### src/rtl/rf_wb_scheduler.sv
// Writeback scheduler for the single register-file write port: round-robin grant,
// registered WE/A3/WD stage, per-register busy scoreboard and RAW hazard report.
module rf_wb_scheduler #(
  parameter int unsigned NREQ = 3,
  parameter int unsigned XLEN = 64
) (
  input  logic                 clk,
  input  logic                 rst,
  input  logic [NREQ-1:0]      req_valid,
  input  logic [5*NREQ-1:0]    req_rd,
  input  logic [XLEN*NREQ-1:0] req_data,
  output logic [NREQ-1:0]      req_ready,
  input  logic                 wb_stall,
  input  logic                 issue_valid,
  input  logic [4:0]           issue_rd,
  input  logic [4:0]           rs1,
  input  logic [4:0]           rs2,
  output logic                 hazard,
  output logic [31:0]          busy,
  output logic                 rf_we,
  output logic [4:0]           rf_a3,
  output logic [XLEN-1:0]      rf_wd
);

  localparam int unsigned IDXW = (NREQ > 1) ? $clog2(NREQ) : 1;
  localparam int unsigned SUMW = IDXW + 1;

  logic [IDXW-1:0] ptr_q, ptr_d;
  logic            rf_we_q, rf_we_d;
  logic [4:0]      rf_a3_q, rf_a3_d;
  logic [XLEN-1:0] rf_wd_q, rf_wd_d;
  logic [31:0]     busy_q, busy_d;

  logic [NREQ-1:0] grant_c;
  logic [IDXW-1:0] gnt_idx_c;
  logic            xfer_c;
  logic [SUMW-1:0] sum_c;
  logic [IDXW-1:0] idx_c;
  logic [4:0]      sel_rd_c;
  logic [XLEN-1:0] sel_data_c;

  // Round-robin search starting one past the last granted requester.
  always_comb begin
    grant_c   = '0;
    gnt_idx_c = '0;
    xfer_c    = 1'b0;
    sum_c     = '0;
    idx_c     = '0;
    for (int k = 0; k < NREQ; k++) begin
      sum_c = {1'b0, ptr_q} + SUMW'(k + 1);
      if (sum_c >= SUMW'(NREQ)) sum_c = sum_c - SUMW'(NREQ);
      idx_c = sum_c[IDXW-1:0];
      if (!wb_stall && !xfer_c && req_valid[idx_c]) begin
        grant_c[idx_c] = 1'b1;
        gnt_idx_c      = idx_c;
        xfer_c         = 1'b1;
      end
    end
  end

  always_comb begin
    sel_rd_c   = '0;
    sel_data_c = '0;
    for (int i = 0; i < NREQ; i++) begin
      if (grant_c[i]) begin
        sel_rd_c   = req_rd[5*i +: 5];
        sel_data_c = req_data[XLEN*i +: XLEN];
      end
    end
  end

  // Next-state for pointer, write-port stage and scoreboard; a same-edge set beats the clear.
  always_comb begin
    ptr_d   = xfer_c ? gnt_idx_c : ptr_q;
    rf_we_d = xfer_c && (sel_rd_c != 5'd0);
    rf_a3_d = xfer_c ? sel_rd_c : rf_a3_q;
    rf_wd_d = xfer_c ? sel_data_c : rf_wd_q;
    busy_d  = busy_q;
    if (rf_we_q) busy_d[rf_a3_q] = 1'b0;
    if (issue_valid && (issue_rd != 5'd0)) busy_d[issue_rd] = 1'b1;
    busy_d[0] = 1'b0;
  end

  always_ff @(posedge clk or posedge rst) begin
    if (rst) begin
      ptr_q   <= IDXW'(NREQ - 1);
      rf_we_q <= 1'b0;
      rf_a3_q <= '0;
      rf_wd_q <= '0;
      busy_q  <= '0;
    end else begin
      ptr_q   <= ptr_d;
      rf_we_q <= rf_we_d;
      rf_a3_q <= rf_a3_d;
      rf_wd_q <= rf_wd_d;
      busy_q  <= busy_d;
    end
  end

  assign req_ready = grant_c;
  assign hazard    = busy_q[rs1] | busy_q[rs2];
  assign busy      = busy_q;
  assign rf_we     = rf_we_q;
  assign rf_a3     = rf_a3_q;
  assign rf_wd     = rf_wd_q;

endmodule
### config.mk
export PLATFORM = sky130hd
export DESIGN_NAME = rf_wb_scheduler
export DESIGN_NICKNAME = d
export VERILOG_FILES = /design/src/rtl/rf_wb_scheduler.sv
export SDC_FILE = /design/constraint.sdc
export NUM_CORES = 1
export LEC_CHECK = 0
export ABC_AREA = 1
export CAP_MARGIN = 20
export CELL_PAD_IN_SITES_DETAIL_PLACEMENT = 1
export CELL_PAD_IN_SITES_GLOBAL_PLACEMENT = 2
export CORE_MARGIN = 2
export CORE_UTILIZATION = 20
export DETAILED_ROUTE_END_ITERATION = 10
export HOLD_SLACK_MARGIN = 0.15
export PLACE_DENSITY_LB_ADDON = 0.3
export SETUP_SLACK_MARGIN = 0.02
export SLEW_MARGIN = 20
export SYNTH_ARGS = -nofsm -noshare
export SYNTH_HDL_FRONTEND = slang
export SYNTH_SLANG_ARGS = --single-unit
### constraint.sdc
create_clock -name clk -period 4.9 [get_ports clk]
set_clock_uncertainty 0.15 [all_clocks]
set_input_delay 0.98 -clock clk [delete_from_list [all_inputs] [get_ports clk]]
set_output_delay 0.98 -clock clk [all_outputs]
set_load 0.005 [all_outputs]
==> results of run 1 <==
-- cell usage in the layout, fill, tap and decap left out, types with 2 or more instances in the layout --
cell type | synthesis | routed
clkbuf_16 | 0 | 9
dfrtp_1 | 102 | 102
nand2_1 | 229 | 229
inv_2 | 4 | 4
nor2_1 | 45 | 44
inv_6 | 0 | 2
inv_4 | 1 | 2
nand4_1 | 2 | 2
nand3_2 | 11 | 11
or2_1 | 3 | 3
clkdlybuf4s50_1 | 0 | 333
inv_8 | 0 | 2
o221ai_1 | 4 | 4
nand2_2 | 5 | 5
o21ai_0 | 133 | 133
buf_4 | 2 | 12
a21oi_1 | 73 | 73
inv_1 | 31 | 30
nor2_4 | 1 | 2
o21ai_1 | 41 | 41
ha_1 | 6 | 6
nand3_1 | 93 | 93
o22ai_1 | 10 | 10
-- Yosys cell counts, drive strengths merged --
library cell,n,area (um2)
nand2,235,902
o21ai,174,871
nand3,105,593
dfrtp,102,2550
a21oi,73,365
nor2,47,186
buf,39,224
inv,36,138
o22ai,10,62.6
clkbuf,8,30.0
ha,6,75.1
o221ai,4,35.0
or2,3,18.8
nand4,2,12.5
conb,1,3.75
dfstp,1,26.3
o2111ai,1,8.76
o21a,1,7.51
o21bai,1,7.51
-- power by group through the flow --
stage                     clock (W)  sequential [W]  combinational [W]
after floorplan                   0         0.00164            0.00243
after global placement            0         0.00170            0.00446
after detailed placement          0         0.00171            0.00451
after CTS                  0.000817         0.00171            0.00453
after global routing       0.000848         0.00177            0.00497
final                      0.000791         0.00170            0.00440
-- final timing paths --
| path | start | to | slack (ns) |
|---|---|---|---|
| max | rs2[0] | hazard | 0.58 |
| min | rf_wd[34] | rf_wd[34] | 0.33 |
| max reg2reg | ptr_q[0] | rf_we | 1.22 |
| min reg2reg | rf_wd[34] | rf_wd[34] | 0.33 |
| max in group asynchronous | rst | rf_wd[15] | 2.69 |
| min in group asynchronous | rst | rf_wd[49] | 1.00 |
-- flip-flops by register name (all words and copies together) (netlist names) --
register and cells:
rf_wd 64, busy 31, rf_a3 5, ptr_q 2
rf_we 1
-- area by class of cell --
type,instances,share of cell area [%]
Antenna cell,1,0.0247
Clock inverter,6,0.741
Tap cell,396,4.89
Clock buffer,10,2.36
Multi-Input combinational cell,663,31.2
Sequential cell,103,25.5
Inverter,36,1.38
Timing Repair Buffer,346,34.0
-- logic make-up after synthesis --
| family | Yosys count | share of synthesized area, % |
|---|---|---|
| compound gates | 264 | 22.2 |
| fa+ha+maj | 6 | 1.23 |
| buf+inv | 83 | 6.40 |
| flops | 103 | 42.1 |
| other cells | 1 | 0.0613 |
| simple gates | 392 | 28.0 |
-- worst max-delay path: stages --
cell	delay, ns
clkdlybuf4s50_1	0.46
buf_4	0.19
inv_1	0.22
a21oi_1	0.21
o21ai_0	0.09
o21ai_0	0.11
o21ai_0	0.11
o22ai_1	0.13
o22ai_1	0.11
nand2_1	0.08
clkdlybuf4s50_1	0.50
-- per-layer routing --
layer / share of wire (%) / vias to the layer above
met5: 0.089 / -
met4: 1.8 / 4
met3: 7.4 / 29
met2: 50 / 220
met1: 41 / 3515
li1: - / 3502
-- metrics by stage --
step                util, %  instances
CTS                    33.4       1560
detailed placement     32.3       1544
floorplan                 -        849
global placement       32.3       1544
global route           33.4       1560
finish                 33.4       1561
==> key figures, run 1 <==
Power and ir drop
  • Int Pwr: between 0.003 and 0.004 W
  • Leak Pwr: 4.36 nW
  • NetSw: 0.00331 W
  • Clk pwr share: a little under an eighth
  • Total power: 0.00689 W
  • Switching Share: between 40% and 50%
  • P per Cell Area: just under 700 nW/um2
  • VDD IR max: a little over 0.4 mV
  • Flop pwr share: about a quarter
  • Combinational share of power: 63.9%

Floorplan
  • Die area: approximately 32000 um2
  • Core area: about 30000 um2
  • Die Y: roughly 180 um
  • I/O pin total: between 300 and 400
  • Starting Density: about a fifth
  • Cell Rows: between 60 and 70
  • Die width: ~180 um

Place
  • GP Congestion: approximately 0.84
  • Post-DP HPWL: ~23 mm
  • Placed Area: a little under 10000 um2
  • Buffers on Ports: about 330
  • Pre-CTS setup slack: 0.614 ns

Global routing
  • Grt ovf: 0
  • Initial antenna violation count: 3
  • GRT Util Overall: between 10% and 20%
  • First-pass GRT wire length: about 45 mm
  • Global Route met1 Usage: around 22%
  • GRT busiest layer: met2
  • Largest net degree at the start of global routing: 70
  • GR met2 Demand/Resource: between 30% and 40%
  • GR Layer Usage met3: 5.94%
  • Vias in the first global route: 7481

Synthesis
  • FF+latch count, synth: roughly 100
  • Syn avg cell area: around 7.2 um2
  • Synth Cell Area: around 6100 um2
  • Synthesized Nets: 1084
  • Netlist cell types: 31
  • Yosys warnings: 0
  • Seq/Total Area, Yosys: between 40% and 50%
  • Syn Inst Count: between 800 and 900

STA
  • Slew HR: a little over a third
  • Actual slew at the worst max-slew pin: roughly 0.97 ns
  • Final worst-path cycle share: 88.2%
  • RSZ-0062 raised after global routing: no
  • TNS Setup: 0 ns
  • Setup-failing EPs final: 0
  • Fin. Hold Viols: 0
  • Max-slew violation count: 0
  • Hold_ws: around 0.33 ns
  • Final setup margin: 0.576 ns
  • Tmin final: 4.32 ns
  • Fmax: between 200 and 250 MHz

Min path
  • Hold Crit Class: flip-flop to flip-flop
  • Hold Path Depth: 2

Detailed routing
  • DR DRC count: 0
  • First drt pass iteration count: 4
  • Avg WL per Cell: just under 20 um
  • Total Routed Length: 30.4 mm
  • DR vias/cell: about 4.7
  • Routed via count: between 7000 and 8000
  • DRT iter0 DRCs: 358
  • Remaining antenna violation count after routing: 0

Flow run
  • MaxCap Viol Count: 0

Outcome
  • Outcome: finished, final reports clean

Layout
  • Filler instances: about 3600
  • Area occupied by multi-input gates: ~3200 um2
  • Layout cells sized above 1: just under 5%
  • Nets: around 1400
  • Area Overhead vs Synth: 65.5%
  • Reg area: between 2000 and 3000 um2
  • Final instance area: about 10000 um2

Critical path
  • Worst EP required: between 3 and 4 ns
  • Crit path DAT: between 3 and 4 ns
  • CP endpoint kind: output port
  • Crit-path max FO: 16
  • WS Path Type: input port to output port
  • FF-to-FF path depth: 18
  • Startpoint class of the critical path: input port

Clock network
  • Clk buf depth: 2
  • Hold buffer count at CTS: 0
  • Post-CTS sizing: 0
  • Clock transition at the registers of the reported paths: around 0.090 ns
  • H-tree Lvls: 3
  • # clock sinks: ~100
  • Worst skew pair latency: 0.36 ns
  • TritonCTS Buffers: 9
  • Setup Buffers After CTS: 0
  • TritonCTS clock tree: done
  • Root Driver: clkbuf_16
No activity file was read; power rests on OpenSTA's default activity.
==> run 2, diff against run 1 <==
--- a/config.mk
+++ b/config.mk
@@ -9,7 +9,7 @@
 export CAP_MARGIN = 20
 export CELL_PAD_IN_SITES_DETAIL_PLACEMENT = 1
 export CELL_PAD_IN_SITES_GLOBAL_PLACEMENT = 2
-export CORE_MARGIN = 2
+export CORE_MARGIN = 4
 export CORE_UTILIZATION = 20
 export DETAILED_ROUTE_END_ITERATION = 10
 export HOLD_SLACK_MARGIN = 0.15
==> run 2 against run 1 <==
Global-route usage is 0.69 points lower. Combinational power is essentially flat. Fmax increased by 0.47%. Die area up 4.5%. Design area shrank 0.11%. Critical path depth stayed put. Register-to-register slack improved by 0.10 ns. Worst setup slack improved by 0.020 ns. Hold slack worse by 0.0028 ns. Sequential power is essentially flat. Non-clock buffer count is the same. Clock-buffer cell count is 1 lower.
==> key figures, run 2 (same netlist as run 1, synthesis figures left out) <==
Layout
  • Most common cell after layout, fill and taps aside: clkdlybuf4s50_1
  • Reg area: 2580 um2
  • Most frequent cells in the layout: 333 x clkdlybuf4s50_1, 229 x nand2_1, 133 x o21ai_0
  • Layout cells sized above 1: just under 5%
  • Area Overhead vs Synth: 65.4%
  • Nets: between 1000 and 1500
  • Filler instances: between 3000 and 4000
  • Final core occ: 33.9%
  • Area occupied by multi-input gates: roughly 3200 um2
  • Max reg flops: 64
  • Count of inserted antenna diode cells: 0

STA
  • Fmax: around 230 MHz
  • TNS Setup: 0 ns
  • Final setup margin: just under 0.6 ns
  • Hold_ws: roughly 0.33 ns
  • Fin. Hold Viols: 0
  • Slew HR: 36.8%
  • Final worst-path cycle share: 87.8%
  • Tmin final: 4.30 ns
  • Max-slew violation count: 0
  • Actual slew at the worst max-slew pin: between 0.9 and 1 ns
  • RSZ-0062 raised after global routing: no
  • Setup-failing EPs final: 0

Floorplan
  • Die Y: 183 um
  • Die area: 33500 um2
  • Starting Density: 20.5%
  • Cell Rows: 63
  • Core area: ~30000 um2
  • I/O pin total: roughly 340
  • Die width: about 180 um

Min path
  • Hold Crit Endpoint: rf_wd[47]
  • Hold Path Depth: 2
  • Hold Crit Class: flip-flop to flip-flop
  • Min-delay src: rf_wd[47]

Critical path
  • R2R Setup Slk: ~1.3 ns
  • CP endpoint kind: output port
  • WS Path Type: input port to output port
  • Crit-path max FO: 16
  • FF-to-FF Start: ptr_q[0]
  • RR Endpoint: rf_we
  • Worst EP required: 3.77 ns
  • Startpoint class of the critical path: input port
  • Crit path DAT: about 3.2 ns
  • FF-to-FF path depth: 16

Clock network
  • Setup Buffers After CTS: 0
  • H-tree Lvls: 3
  • Worst skew pair latency: 0.35 ns
  • Clk buf depth: 2
  • TritonCTS Buffers: 9
  • Hold buffer count at CTS: 0
  • Root Driver: clkbuf_16
  • Clock transition at the registers of the reported paths: 0.08 ns
  • TritonCTS clock tree: done
  • Post-CTS sizing: 0
  • # clock sinks: 103

Place
  • Pre-CTS setup slack: about 0.64 ns
  • GP Congestion: 0.806
  • Buffers on Ports: between 300 and 400
  • Post-DP HPWL: 24.0 mm

Detailed routing
  • First drt pass iteration count: 4
  • DRT iter0 DRCs: between 200 and 300
  • DR vias/cell: ~4.7
  • Routed via count: roughly 7400
  • Total Routed Length: ~32 mm
  • Remaining antenna violation count after routing: 0
  • Avg WL per Cell: 20.3 um
  • DR DRC count: 0

Global routing
  • Grt ovf: 0
  • Largest net degree at the start of global routing: 70
  • First-pass GRT wire length: 46.7 mm
  • GRT Util Overall: roughly 18%
  • Initial antenna violation count: 2
  • Vias in the first global route: around 7700

Power and ir drop
  • Total power: 0.00690 W
  • P per Cell Area: 682 nW/um2
  • VDD IR max: ~0.25 mV
  • Leak Pwr: ~4.3 nW

Flow run
  • MaxCap Viol Count: 0

Outcome
  • Outcome: finished, final reports clean
-- run 2: cell types whose count changed in the layout (fill, tap and decap cells not counted), sizes merged --
cell      delta
clkinv       -1
clkinvlp     +2
clkbuf       -1
diode        -1
-- run 2: final cells by class --
| type | instances | share of cell area [%] |
|---|---|---|
| Clock buffer | 9 | 2.23 |
| Clock inverter | 7 | 0.865 |
| Inverter | 36 | 1.38 |
| Multi-Input combinational cell | 663 | 31.2 |
| Sequential cell | 103 | 25.5 |
| Tap cell | 390 | 4.82 |
| Timing Repair Buffer | 346 | 34.0 |
-- run 2: metrics by stage --
| stage | std cells | instance area (um2) |
|---|---|---|
| floorplan | 849 | 6120 |
| global placement | 1538 | 9810 |
| detailed placement | 1538 | 9810 |
| CTS | 1554 | 10100 |
| global route | 1554 | 10100 |
| finish | 1554 | 10100 |
-- run 2: how the worst max path moves through the flow --
stage,startpoint,end,cells after the start
2_1_floorplan,rst,busy[10],1
3_3_place_gp,rs2[0],hazard,11
3_5_place_dp,rs2[0],hazard,11
4_1_cts,rs2[0],hazard,11
5_1_grt,rs2[0],hazard,11
6_report,rs2[0],hazard,11
-- run 2: layer usage --
layer / wire (um) / global-route usage (%)
met1: 12800 / 21.4
met5: 21 / 0
met4: 417 / 4.17
met2: 15800 / 31.4
met3: 2520 / 6.05
-- run 2: where the power goes --
part           switching [W]  internal [W]
combinational        0.00258       0.00182
sequential          0.000381       0.00133
clock               0.000378      0.000410
total                0.00334       0.00356
-- run 2: worst max-delay path, stage by stage --
cell	delay [ns]
clkdlybuf4s50_1	0.40
buf_4	0.19
inv_1	0.34
a21oi_1	0.12
o21ai_0	0.08
o21ai_0	0.11
o21ai_0	0.16
o22ai_1	0.10
o22ai_1	0.16
nand2_1	0.08
clkdlybuf4s50_1	0.46
